**src/rtl/seg_pkg.sv**
```systemverilog
// Shared types and constants for the seven-segment scan controller.
// Holds the converter state enum and BCD geometry.
package seg_pkg;

  typedef enum logic {
    IDLE,
    SHIFT
  } conv_state_t;

  localparam int BCD_W      = 4;
  localparam int BCD_DIGITS = 3;
  localparam int BIN_W      = 8;
  localparam int BCD_TOT_W  = BCD_W * BCD_DIGITS;
  localparam int SREG_W     = BCD_TOT_W + BIN_W;
  localparam int CNT_W      = $clog2(BIN_W);

  localparam logic [BCD_W-1:0] ADD3_THR = 4'd5;
  localparam logic [CNT_W-1:0] LAST_IT  = CNT_W'(BIN_W - 1);

endpackage

```
**src/rtl/BCD2Sseg.sv**
```systemverilog
// BCD digit to active-low segment pattern, bit order {g,f,e,d,c,b,a}.
// Ports: bcd (4-bit digit) -> sseg (7 segments, 0 = lit).
module BCD2Sseg (
  input  logic [3:0] bcd,
  output logic [6:0] sseg
);

  always_comb begin
    sseg = 7'b1111111;
    unique case (bcd)
      4'd0:    sseg = 7'b1000000;
      4'd1:    sseg = 7'b1111001;
      4'd2:    sseg = 7'b0100100;
      4'd3:    sseg = 7'b0110000;
      4'd4:    sseg = 7'b0011001;
      4'd5:    sseg = 7'b0010010;
      4'd6:    sseg = 7'b0000010;
      4'd7:    sseg = 7'b1111000;
      4'd8:    sseg = 7'b0000000;
      4'd9:    sseg = 7'b0010000;
      default: sseg = 7'b1111111;
    endcase
  end

endmodule

```
**src/rtl/seg_scan_ctrl_bin2bcd.sv**
```systemverilog
// Iterative double-dabble binary to BCD converter (8 cycles).
// Ports: load_i/num_i in, busy_o, done_o (last iteration), bcd_o.
module bin2bcd_seq
  import seg_pkg::*;
(
  input  logic                 clk,
  input  logic                 rst_n,
  input  logic                 load_i,
  input  logic [BIN_W-1:0]     num_i,
  output logic                 busy_o,
  output logic                 done_o,
  output logic [BCD_TOT_W-1:0] bcd_o
);

  conv_state_t       state_q;
  logic [SREG_W-1:0] sreg_q;
  logic [SREG_W-1:0] adj;
  logic [SREG_W-1:0] shifted;
  logic [CNT_W-1:0]  cnt_q;
  logic              busy_q;

  always_comb begin
    adj = sreg_q;
    for (int d = 0; d < BCD_DIGITS; d++) begin
      if (adj[BIN_W+BCD_W*d +: BCD_W] >= ADD3_THR)
        adj[BIN_W+BCD_W*d +: BCD_W] =
          adj[BIN_W+BCD_W*d +: BCD_W] + 4'd3;
    end
    shifted = {adj[SREG_W-2:0], 1'b0};
  end

  // bcd_o is the result of the iteration in flight; the
  // caller captures it on the edge where done_o is high.
  assign bcd_o  = shifted[SREG_W-1:BIN_W];
  assign done_o = (state_q == SHIFT) && (cnt_q == LAST_IT);
  assign busy_o = busy_q;

  always_ff @(posedge clk or negedge rst_n) begin
    if (!rst_n) begin
      state_q <= IDLE;
      sreg_q  <= '0;
      cnt_q   <= '0;
      busy_q  <= 1'b0;
    end else begin
      unique case (state_q)
        IDLE: begin
          if (load_i) begin
            sreg_q  <= {{BCD_TOT_W{1'b0}}, num_i};
            cnt_q   <= '0;
            busy_q  <= 1'b1;
            state_q <= SHIFT;
          end
        end
        SHIFT: begin
          sreg_q <= shifted;
          cnt_q  <= cnt_q + 1'b1;
          if (cnt_q == LAST_IT) begin
            busy_q  <= 1'b0;
            state_q <= IDLE;
          end
        end
        default: state_q <= IDLE;
      endcase
    end
  end

endmodule

```
**src/rtl/seg_scan_ctrl.sv**
```systemverilog
// Seven-segment controller: BCD conversion plus digit scanning.
// Ports: num_i/load_i in; busy_o, sseg_o, an_o (active-low) out.
module seg_scan_ctrl
  import seg_pkg::*;
#(
  parameter int DISPLAYS = 3,
  parameter int SEGMENTS = 7,
  parameter int SCAN_DIV = 50000,
  parameter int BLANK_LZ = 1
) (
  input  logic                clk,
  input  logic                rst_n,
  input  logic [7:0]          num_i,
  input  logic                load_i,
  output logic                busy_o,
  output logic [SEGMENTS-1:0] sseg_o,
  output logic [DISPLAYS-1:0] an_o
);

  localparam int PW = (SCAN_DIV > 1) ? $clog2(SCAN_DIV) : 1;
  localparam int IW = $clog2(DISPLAYS);

  localparam logic [PW-1:0] PRE_TC  = PW'(SCAN_DIV - 1);
  localparam logic [IW-1:0] IDX_TOP = IW'(DISPLAYS - 1);

  logic                 conv_done;
  logic [BCD_TOT_W-1:0] conv_bcd;

  logic [BCD_TOT_W-1:0] disp_q;
  logic [BCD_TOT_W-1:0] disp_nxt;
  logic [PW-1:0]        presc_q;
  logic [PW-1:0]        presc_nxt;
  logic [IW-1:0]        idx_q;
  logic [IW-1:0]        idx_nxt;
  logic [DISPLAYS-1:0]  an_q;
  logic [DISPLAYS-1:0]  an_nxt;
  logic [15:0]          dig16;
  logic [3:0]           cur_nib;
  logic                 tc;

  bin2bcd_seq u_conv (
    .clk    (clk),
    .rst_n  (rst_n),
    .load_i (load_i),
    .num_i  (num_i),
    .busy_o (busy_o),
    .done_o (conv_done),
    .bcd_o  (conv_bcd)
  );

  // Digit k>0 is dark when it and every displayed digit
  // above it are zero. Digit 3 (if present) is always zero.
  function automatic logic is_blank(
    input logic [15:0] d,
    input int          k
  );
    logic z;
    z = 1'b1;
    for (int j = 0; j < 4; j++) begin
      if (j >= k && j < DISPLAYS && j < BCD_DIGITS &&
          d[4*j +: 4] != 4'd0)
        z = 1'b0;
    end
    return (BLANK_LZ != 0) && (k > 0) && z;
  endfunction

  always_comb begin
    tc        = (presc_q == PRE_TC);
    presc_nxt = tc ? '0 : presc_q + 1'b1;
    idx_nxt   = idx_q;
    if (tc)
      idx_nxt = (idx_q == IDX_TOP) ? '0 : idx_q + 1'b1;
    disp_nxt  = conv_done ? conv_bcd : disp_q;
    // an_o is registered from next-state index and data so
    // it always agrees with sseg_o in the following cycle.
    if (is_blank({4'b0, disp_nxt}, int'(idx_nxt)))
      an_nxt = '1;
    else
      an_nxt = ~(DISPLAYS'(1) << idx_nxt);
  end

  always_ff @(posedge clk or negedge rst_n) begin
    if (!rst_n) begin
      presc_q <= '0;
      idx_q   <= '0;
      disp_q  <= '0;
      an_q    <= ~DISPLAYS'(1);
    end else begin
      presc_q <= presc_nxt;
      idx_q   <= idx_nxt;
      disp_q  <= disp_nxt;
      an_q    <= an_nxt;
    end
  end

  always_comb begin
    dig16   = {4'b0, disp_q};
    cur_nib = dig16[4*int'(idx_q) +: 4];
  end

  BCD2Sseg u_seg (
    .bcd  (cur_nib),
    .sseg (sseg_o)
  );

  assign an_o = an_q;

endmodule
```
**config.mk**
```make
export PLATFORM = sky130hd
export DESIGN_NAME = seg_scan_ctrl
export DESIGN_NICKNAME = d
export VERILOG_FILES = /design/src/rtl/seg_pkg.sv /design/src/rtl/BCD2Sseg.sv /design/src/rtl/seg_scan_ctrl_bin2bcd.sv /design/src/rtl/seg_scan_ctrl.sv
export SDC_FILE = /design/constraint.sdc
export NUM_CORES = 1
export LEC_CHECK = 0
export CAP_MARGIN = 20
export CORE_MARGIN = 2
export CORE_UTILIZATION = 55
export DETAILED_ROUTE_END_ITERATION = 8
export PLACE_DENSITY = 0.8
export SYNTH_ARGS = -nofsm -noshare
export SYNTH_HDL_FRONTEND = slang
export SYNTH_SLANG_ARGS = --single-unit
```
**constraint.sdc**
```tcl
create_clock -name clk -period 2.2 [get_ports clk]
set_input_delay 0.44 -clock clk [delete_from_list [all_inputs] [get_ports clk]]
set_output_delay 0.44 -clock clk [all_outputs]
set_load 0.01 [all_outputs]
```
; Word level (Yosys, flattened, before mapping)
; Memory sizes are Yosys's and may differ from the RTL's.
; Index checks and enable logic that the tools add are counted.
[word_totals]
ff_bits = 58
out_inout_bits = 11
romBits = 112
in_bits = 11
memories = 1
latchBits = 0
mem_bits_rw = 0
wordCells = 61
[op_classes]
eq_ne = 5
multipliers = 0
n_mux = 21
add_sub_neg = 6
reduce_logical = 9
magnitude_cmp = 7
n_div = 0
n_bitwise = 2
shifts = 2
[mem_list]
columns = memory, words, width, read_ports, rd_clocked_by_memory_dff, write_ports, line_no
row1 = (no name shown), 16, 7, 1, 0, 0, BCD2Sseg.sv:10  ; unique case (bcd)
[ops]
columns = cell, n
row1 = case mux 20 bit (2 select lines), 1
row2 = 2-to-1 mux 20 bit, 1
row3 = adder 16 x 1 -> 16 bit (second input constant), 1
row4 = equality test 16 bit (second input constant), 1
row5 = 2-to-1 mux 16 bit, 1
row6 = variable part select 16 x 5 -> 4 bit, 1
row7 = greater-or-equal comparator 4 x 3 -> 1 bit (second input constant), 3
row8 = 2-to-1 mux 12 bit, 1
row9 = nonzero test 4 bit, 3
row10 = 2-to-1 mux 3 bit, 3
row11 = adder 4 x 2 -> 4 bit (second input constant), 2
row12 = 2-to-1 mux 4 bit, 2
row13 = 2-to-1 mux 1 bit, 7
row14 = case mux 3 bit (2 select lines), 1
row15 = logical AND 1 bit, 5
row16 = greater-or-equal comparator 1 x 2 -> 1 bit (first input constant), 2
row17 = 2-to-1 mux 2 bit, 2
row18 = inequality test 2 bit (second input constant), 2
row19 = case mux 1 bit (2 select lines), 2
row20 = adder 3 x 1 -> 3 bit (second input constant), 1
row21 = adder 3 x 2 -> 3 bit (second input constant), 1
row22 = equality test 3 bit (second input constant), 1
row23 = NOT 3 bit, 1
row24 = left shift 1 x 2 -> 3 bit (first input constant), 1
row25 = 6 further kinds, 6

; Depth between registers and ports, before layout
[depth]
ltp_word = 10
mapped_depth = 8

; Hierarchy
; From an unflattened synthesis, not the netlist that was laid out.
[unflattened]
hier_cells = 335
hier_area_um2 = 3319.4
[by_module_without_submodules]
columns = module, cells_per_inst, area_per_inst_um2, n_inst, seq_area_each_um2
row1 = bin2bcd_seq, 174, 1615.3, 1, 625.6
row2 = seg_scan_ctrl, 128, 1493.9, 1, 828.3
row3 = BCD2Sseg, 33, 210.2, 1, 0.0

; Worst setup path before layout
; Ideal clock, no wire load.
[synth_timing]
kind = register to output
from = register idx_q[1]
to = output sseg_o[3]
arrival_time_ps = 1722
required_time_ps = 1760
path_slack_ps = 38
path_stages_with_launch = 8
path_cell_list = dfrtp_1 > buf_2 > mux2i_1 > a2bb2oi_1 > ha_1 > nand2_1 > o21ai_0 > a21oi_1
[synth_between]
elab_chain_cells = 2
[synth_rtl]
columns = element, line_no
row1 = "start, declared", seg_scan_ctrl.sv:33  ; logic [IW-1:0] idx_q;
row2 = "start signal, assigned", seg_scan_ctrl.sv:90  ; idx_q <= idx_nxt;
row3 = variable part select 16 x 5 -> 4 bit, seg_scan_ctrl.sv:98  ; cur_nib = dig16[4*int'(idx_q) +: 4];
row4 = memory read (16 x 7 bit), n/a
row5 = "end, declared", seg_scan_ctrl.sv:16  ; output logic [SEGMENTS-1:0] sseg_o,
; Every way passes these cells.

; Worst setup path after layout
; Same ends and word-level chain as after synthesis.

==> results.json <==
{
  "p_per_area_mw_per_mm2": 1250,
  "synth_top_area_cell": "dfrtp_1",
  "wire_per_inst_microns": 13.7,
  "fin_hold_ws_ns": 0.0625,
  "seq_area_frac_synth": 0.483,
  "hold_viol": 0,
  "io_buffers": 21,
  "drt_first_pass_iters": 4,
  "die_area_sq_mm": 0.00608,
  "avgSynthCellArea_sq_um": 9.84,
  "relSlewSlack": 0.547,
  "grt.overflow.total": 0,
  "fmax_ghz": 0.418,
  "synthTopCellsByArea": "dfrtp_1 47%, ha_1 5.8%, mux2i_1 5.7%",
  "critPathMaxFanout": 5,
  "finalCritPeriodShare": 1.09,
  "cp.required_ns": 1.76,
  "synth_area_sq_mm": 0.00301,
  "post_route_cells_drive_above_1_share": 0.194,
  "mostFrequentLayoutCell": "dfrtp_1",
  "leakage_nw": 1.69,
  "crit_type": "reg2out",
  "grt_max_degree": 25,
  "syn_inst": 306,
  "cts_inserted_buffers": 9,
  "final.min_clock_period_ns": 2.39,
  "r2r_end": "an_o[1]",
  "synthDistinctLibCells": 45,
  "worst_hold_path_type": "in2async",
  "syn_nets": 331,
  "n_antenna_cell": 0,
  "die_y_microns": 78.0,
  "synth_top_area_frac": 0.466,
  "die_width_microns": 78.0,
  "layout_setup_ws_ns": -0.192,
  "synthToLayoutAreaGrowth_pct": 22.1,
  "most-common-layout-cells": "55 x dfrtp_1, 40 x nand2_1, 24 x nor2_1",
  "place_congestion": 0.824,
  "clock-sinks": 58,
  "cts_root_buf": "clkbuf_8",
  "outcome": "finished with violations",
  "setup_viol": 7,
  "clk_latency_ns": 0.33,
  "clk_pin_slew_ns": 0.06,
  "grtUsageTotal": 0.214,
  "ys.flop_type": "dfrtp_1",
  "dp_hpwl_microns": 4090,
  "synth_edf_count": 0,
  "cts-htree-levels": 3,
  "vias": 2282,
  "finalSetupTns_ns": -1.09,
  "cts_tree": "yes",
  "cp.arrival_ns": 1.95,
  "io_pins": 22,
  "ir_worst_vdd_uv": 944,
  "cap_viol_max_count": 0,
  "cts_hold_buf": 0,
  "antenna_left": 0,
  "synthArstFlopShare": 1.00,
  "rows": 26,
  "worst_r2r_path_depth": 7,
  "final_nets": 375,
  "maxSlewViolCount": 0,
  "fillerInstances": 389,
  "start_util": 0.578,
  "drc": 0,
  "r2r-start": "u_conv.cnt_q[0]",
  "drt_iter0_drc": 110,
  "tightestPinTransition_ns": 0.678,
  "routed_via_density": 5.37,
  "fin_worst_skew_ns": 0.00824,
  "rsz0062_at_grt": "yes",
  "end_kind": "output port",
  "cp-start-kind": "register",
  "reg2reg_slack_ns": 0.17,
  "grt_pass1_vias": 2168,
  "core-area_sq_mm": 0.00520,
  "antenna_found_initial": 0,
  "synth_seq_cells": 58,
  "clockBufferDepth": 2,
  "violations": "setup timing",
  "yosys_warnings": 0,
  "routed_wl_microns": 5820,
  "grt_pass1_wl_microns": 10300
}
## metal layers
| metal | share of wire | GRT usage | vias to the layer above |
|---|---|---|---|
| met1 | 0.49 | 0.299 | 1087 |
| met4 | 0.0091 | 0.0649 | 0 |
| li1 | - | - | 1157 |
| met2 | 0.47 | 0.324 | 29 |
| met3 | 0.027 | 0.0616 | 9 |
| met5 | 0 | 0 | - |
## power by group
| part | leakage (nW) | internal, mW | switching (mW) |
|---|---|---|---|
| Clock | 0.0790 | 0.443 | 0.371 |
| Combinational | 0.870 | 1.02 | 1.14 |
| Sequential | 0.740 | 1.37 | 0.242 |
| Total | 1.69 | 2.83 | 1.75 |
## layout make-up
type | instances | area [sq um] | area share
clock buffers | 16 | 160 | 0.0436
inverters | 13 | 48.8 | 0.0133
multi-input cells | 222 | 1550 | 0.420
flip-flops and latches | 58 | 1460 | 0.396
well taps | 70 | 87.6 | 0.0238
repair buffers | 46 | 379 | 0.103
## registers in the layout (all words and copies together) (netlist names)
signal,count
u_conv.cnt_q,3
u_conv.busy_o,1
idx_q,2
presc_q,16
an_o,3
u_conv.state_q,1
disp_q,12
u_conv.sreg_q,20
## cell usage after synthesis (all sizes together) (3+ instances only)
master,count
o22ai,8
nand2,43
buf,5
nor3b,3
xor2,7
nor2b,3
mux2,5
dfrtp,56
a21oi,18
nor3,4
nand2b,5
xnor2,11
nand3,3
nand4,4
nor2,25
and4,3
ha,14
and3,3
clkbuf,7
a31o,3
mux2i,17
o21ai,26
inv,13
## critical path, cell delays in order (launching register included)
cell	delay, ns
dfrtp_2	0.45
mux2i_1	0.20
nor2_1	0.06
a21oi_1	0.13
buf_4	0.19
ha_4	0.21
nand2_2	0.06
o21ai_1	0.06
a21oi_1	0.12
buf_2	0.14
## metrics by stage
| stage | setup slack, ns | cell area, sq um | std cells | util | power [mW] |
|---|---|---|---|---|---|
| 6_report | -0.192 | 3680 | 425 | 0.706 | 4.58 |
| 5_1_grt | -0.348 | 3680 | 425 | 0.706 | 4.95 |
| 4_1_cts | -0.180 | 3660 | 425 | 0.703 | 4.54 |
| 3_5_place_dp | -0.291 | 3400 | 405 | 0.653 | 3.64 |
| 3_3_place_gp | -0.264 | 3400 | 405 | 0.653 | 3.56 |
| 2_1_floorplan | 0.0379 | 3010 | 306 | - | 2.92 |
## cell families (layout without fill, tap and decap cells)
group	Yosys count	in the layout	share of synthesized area
buffers and inverters	26	75	0.0362
multiplexers	22	22	0.0752
XOR/XNOR	18	18	0.0524
adder cells (fa/ha/maj)	14	14	0.0582
AO/OA/AOI/OAI	66	66	0.133
flip-flops	58	58	0.483
AND/OR/NAND/NOR	102	102	0.163
## worst max-delay path by stage
stage	from	end	slack (ns)	depth (start not counted)
6_report	idx_q[1]	sseg_o[3]	-0.19	9
5_1_grt	idx_q[1]	sseg_o[0]	-0.35	9
4_1_cts	idx_q[1]	sseg_o[3]	-0.18	8
3_5_place_dp	idx_q[1]	sseg_o[4]	-0.29	7
3_3_place_gp	idx_q[1]	sseg_o[3]	-0.26	7
2_1_floorplan	idx_q[1]	sseg_o[3]	0.04	7
## repair_timing
| item | 4_1_cts | 5_1_grt |
|---|---|---|
| endpoints found under the setup margin | 7 | 7 |
| buffers inserted | 4 | 0 |
| pin swaps | 10 | 0 |
| endpoints found under the hold margin | 0 | 0 |
| resized for setup | 52 | 4 |
| cloned | 0 | 0 |
(Power assumes the default switching activity.)
